--- src/rtl/bcd_counter_pkg.sv ---
// Shared constants and digit type for the two-digit BCD counter.
package bcd_counter_pkg;

  localparam int unsigned BCD_W = 4;
  localparam logic [BCD_W-1:0] BCD_MAX  = 4'd9;
  localparam logic [BCD_W-1:0] BCD_ZERO = 4'd0;

  typedef logic [BCD_W-1:0] bcd_t;

  function automatic logic bcd_is_max(input bcd_t v);
    return v == BCD_MAX;
  endfunction

endpackage

--- src/rtl/bcd_digit.sv ---
// Single BCD digit counting mod 10 with enable; codes 10-15 reload to 0 on the next enabled edge.
module bcd_digit
  import bcd_counter_pkg::*;
#(
  parameter bit SATURATE = 1'b0
) (
  input  logic clk,
  input  logic reset,
  input  logic en,
  output bcd_t q,
  output logic tc
);

  bcd_t q_q;
  bcd_t q_d;

  always_comb begin
    q_d = q_q;
    if (en) begin
      if (q_q > BCD_MAX) begin
        q_d = BCD_ZERO;
      end else if (bcd_is_max(q_q)) begin
        q_d = SATURATE ? BCD_MAX : BCD_ZERO;
      end else begin
        q_d = q_q + 4'd1;
      end
    end
  end

  always_ff @(posedge clk) begin
    if (reset) begin
      q_q <= BCD_ZERO;
    end else begin
      q_q <= q_d;
    end
  end

  always_comb begin
    q  = q_q;
    tc = bcd_is_max(q_q) & en;
  end

endmodule

--- src/rtl/bcd_counter_100.sv ---
// Two-digit BCD counter 00-99 with carry. Define BCD_COUNTER_100_SATURATE_EN to
// saturate at 99 and turn c into a level "full" flag.
module bcd_counter_100
  import bcd_counter_pkg::*;
(
  input  logic       clk,
  input  logic       reset,
  input  logic       d,
  output logic [3:0] q0,
  output logic [3:0] q1,
  output logic       c
);

`ifdef BCD_COUNTER_100_SATURATE_EN
  localparam bit SAT = 1'b1;
`else
  localparam bit SAT = 1'b0;
`endif

  logic units_en;
  logic units_tc;
  logic tens_tc;
  logic full;
  bcd_t units_q;
  bcd_t tens_q;

  bcd_digit #(.SATURATE(1'b0)) units (
    .clk   (clk),
    .reset (reset),
    .en    (units_en),
    .q     (units_q),
    .tc    (units_tc)
  );

  bcd_digit #(.SATURATE(SAT)) tens (
    .clk   (clk),
    .reset (reset),
    .en    (units_tc),
    .q     (tens_q),
    .tc    (tens_tc)
  );

  always_comb begin
    full = bcd_is_max(units_q) & bcd_is_max(tens_q);
    q0   = units_q;
    q1   = tens_q;
`ifdef BCD_COUNTER_100_SATURATE_EN
    // Gating the units enable at 99 freezes both digits; tens_tc is then always 0 at 99.
    units_en = d & ~full;
    c        = full | tens_tc;
`else
    units_en = d;
    c        = tens_tc;
`endif
  end

endmodule

--- config.mk ---
export PLATFORM = sky130hd
export DESIGN_NAME = bcd_counter_100
export DESIGN_NICKNAME = d
export VERILOG_FILES = /design/src/rtl/bcd_counter_pkg.sv /design/src/rtl/bcd_digit.sv /design/src/rtl/bcd_counter_100.sv
export SDC_FILE = /design/constraint.sdc
export NUM_CORES = 1
export LEC_CHECK = 0
export ABC_AREA = 1
export CAP_MARGIN = 15
export CORE_AREA = 2 2 39 41
export CTS_CLUSTER_SIZE = 25
export DETAILED_ROUTE_END_ITERATION = 8
export DIE_AREA = 0 0 41 43
export PLACE_DENSITY = 0.55
export SLEW_MARGIN = 20
export SYNTH_ARGS = -nofsm -noshare
export SYNTH_HDL_FRONTEND = slang
export SYNTH_SLANG_ARGS = --single-unit
--- constraint.sdc ---
create_clock -name clk -period 1.5 [get_ports clk]
set_clock_uncertainty 0.15 [all_clocks]
set_input_delay 0.15 -clock clk [delete_from_list [all_inputs] [get_ports clk]]
set_output_delay 0.15 -clock clk [all_outputs]
set_load 0.05 [all_outputs]
==> key figures <==
Finish
  – Layout area overhead: 78.32%
  – FILL cells: 140
  – # diodes: 0
  – Final Instance Count excl. Fillers: about 110
  – # nets final: 94
  – Proportion of layout cells with a drive suffix above 1: 0.3667
  – Design Area, Final: 772.0 µm²

Logic synthesis
  – Mean Syn Cell Area: 6.274 µm²
  – Proportion of synthesized area in mux cells: 0
  – Post-synthesis adder-cell area fraction: 0
  – Flops & latches, synth: 8
  – Syn. warnings: 0
  – Synthesized area: 432.9 µm²
  – XOR/XNOR share of the synthesized area: 0
  – Syn Inst Count: between 60 and 70
  – Largest family of logic cells by synthesized area: simple AND/OR/NAND/NOR gates
  – Syn Nets: between 70 and 80
  – Synth Area in Compound Gates: 0.1301
  – Synth Area in Simple Gates: 0.3873
  – Distinct cells, synth: 14
  – Sequential area share after synthesis: 0.3699

STA
  – Fmax: roughly 0.64 GHz
  – Final min period: 1.550 ns
  – Setup total negative slack: -0.05045 ns
  – Worst slew margin: 0.8156
  – Slew at the pin closest to its max-slew limit: 0.2762 ns
  – Period utilisation layout: 1.034
  – Pins Over Slew Limit: 0
  – Final worst-path setup slack: -0.05045 ns
  – RSZ-0062 raised after global routing: yes
  – Hold Vio Cnt, Final: 0
  – Final setup vio count: 1
  – Final Hold Slack: 0.3375 ns

Detailed routing
  – Via count: between 400 and 500
  – Via/cell ratio: approximately 4.5
  – Avg WL per Cell: 10.02 µm
  – Residual DRC: 0
  – First drt pass iteration count: 2
  – Final ANT Viol Nets: 0
  – DRT iter0 DRCs: 6
  – Final wirelength: approximately 1100 µm

GRT
  – First-pass GRT wire length: 1828 µm
  – Vias in the first global route: ~470
  – Tot GR Track Use: 0.1521
  – Initial antenna violation count: 0
  – Gr ovfl total: 0
  – Pin count of the biggest net entering global routing: 9

Pwr
  – Peak VDD IR: approximately 0.00037 V
  – Leak: between 0.0003 and 0.0004 µW
  – Pwr/cell area: 621.2 nW/µm²

Worst setup path
  – Cell Chain, Critical Path: nand2_4 -> inv_4 -> nand2_4 -> nor2_4 -> nand2_2 -> nor2_4 -> buf_12
  – R2R depth: 7
  – Slowest stage delay, CP: roughly 0.36 ns
  – Peak fanout along the critical path: 3
  – Reg2reg setup slack: roughly 0.2 ns
  – CP Capture Type: primary output
  – Slowest-stage cell, CP: dfxtp_4
  – CP startpoint: units.q[0]
  – CP Data Arrival Time: 1.25 ns
  – Reg2reg start: units.q[2]
  – Critical path class: reg -> out
  – WP data required: approximately 1.2 ns
  – Crit path to: c
  – Worst r2r dst: tens.q[1]
  – Setup crit start kind: flip-flop

CTS
  – Reg clk slew, reported paths: 0.06 ns
  – CTS Sinks: 8
  – Inserted Clock Buffers: 3
  – H-Tree Depth: 1
  – Max Root-Sink Buffers: 2
  – CTS tree: built
  – Worst skew pair latency: 0.26 ns
  – Clk root buf: clkbuf_4

Placed design
  – IO buf count: 11
  – Placed insts: 97
  – Placed Area: 678.2 µm²
  – Pre-CTS WS: -0.03783 ns
  – GPL Wtd Cong: about 0.74
  – Post-DP HPWL: around 780 µm

Run status
  – Status: finished, violations left
  – Failing checks: setup timing

Die
  – Initial Util: 0.3128
  – Full die area: 1763 µm²
  – # rows: 14
  – DIE WIDTH: 41 µm
  – Core area: approximately 1400 µm²
  – Overall die height: 43 µm
  – Ports: 12

Flow run
  – Max cap viols: 0

Hold path
  – Hold crit path type: in -> reg
[flip-flops by register name, summed over array words and instances, names as in the netlist]
register  cells
tens.q        4
units.q       4
[cell families (layout without fill, tap and decap cells)]
group | Yosys count | after routing
flops | 8 | 8
compound gates | 10 | 10
simple gates | 39 | 39
buf+inv | 12 | 33
[critical path, delay by kind of cell (launching register included)]
family                 cells  cell delay [ns]
buffers and inverters      2             0.20
flip-flops                 1             0.36
AND/OR/NAND/NOR            5             0.43
[per-layer routing]
metal  wire length (µm)  part of all wire  vias to the layer above  track usage
li1                   -                 -                      258            -
met1                446              0.42                      207       0.1753
met2                551              0.52                       10       0.2313
met3                 59             0.056                        2      0.04188
met4                  5            0.0047                        0       0.1000
met5                  0                 0                        -            0
[where the power goes]
part           switching, µW  internal, µW  total (µW)  leakage (µW)
registers               4.79           214         219     0.0000674
logic                   42.5          38.4        80.9      0.000264
clock network           77.6           102         180     0.0000150
total                    125           355         480      0.000347
[repair_timing]
action / CTS / global route
hold buffers: 0 / 0
endpoints found under the setup margin: 1 / 1
pin swaps: 5 / 0
setup buffers: 5 / 0
gates resized for setup: 9 / 0
[synthesized netlist by cell type]
cell type	number	area, µm²
a21oi_1	4	20.02
buf_4	1	7.510
dfxtp_1	8	160.2
inv_1	11	41.29
nand2_1	16	60.06
nand2_2	3	18.77
nand3_1	2	10.01
nand4_1	2	12.51
nor2_1	13	48.80
nor2_2	2	12.51
nor3_1	1	5.000
o211ai_1	1	7.510
o21ai_0	4	20.02
o21ai_2	1	8.760
[how the worst min path moves through the flow]
stage                from    endpoint  slack (ns)  depth (start not counted)
2_1_floorplan       reset  units.q[3]        0.06                          1
3_3_place_gp   units.q[0]  units.q[1]        0.39                          2
3_5_place_dp   units.q[0]  units.q[0]        0.40                          2
4_1_cts             reset  units.q[3]        0.33                          2
5_1_grt             reset  units.q[3]        0.35                          2
6_report            reset  units.q[3]        0.34                          2
[through the flow]
step | utilization | total power (µW)
floorplan | - | 261.3
global route | 0.5579 | 510.4
global placement | 0.4901 | 294.8
CTS | 0.5579 | 488.0
finish | 0.5579 | 479.5
detailed placement | 0.4901 | 294.7
[layout by cell type (no fill, tap or decap)]
master           count
nor3_1               1
nand2_4              2
dfxtp_4              3
buf_12               9
nor2_4               3
nand3_1              2
dfxtp_2              1
a21oi_1              4
clkdlybuf4s50_1      2
nand2_2              2
nand4_1              2
nor2_1              11
buf_4                7
nand2_1             15
clkbuf_1             1
o21ai_0              4
o211ai_1             1
o21ai_2              1
nor2_2               1
dfxtp_1              4
clkbuf_4             3
inv_1               10
inv_4                1
[layout make-up]
class	instances	area, µm²	area share
multi-input cells	49	256.5	0.3323
repair buffers	18	252.7	0.3274
flip-flops and latches	8	172.7	0.2237
inverters	11	43.79	0.05673
clock buffers	4	26.28	0.03404
well taps	16	20.02	0.02593
Note: power is estimated with default switching activity, not from simulation.
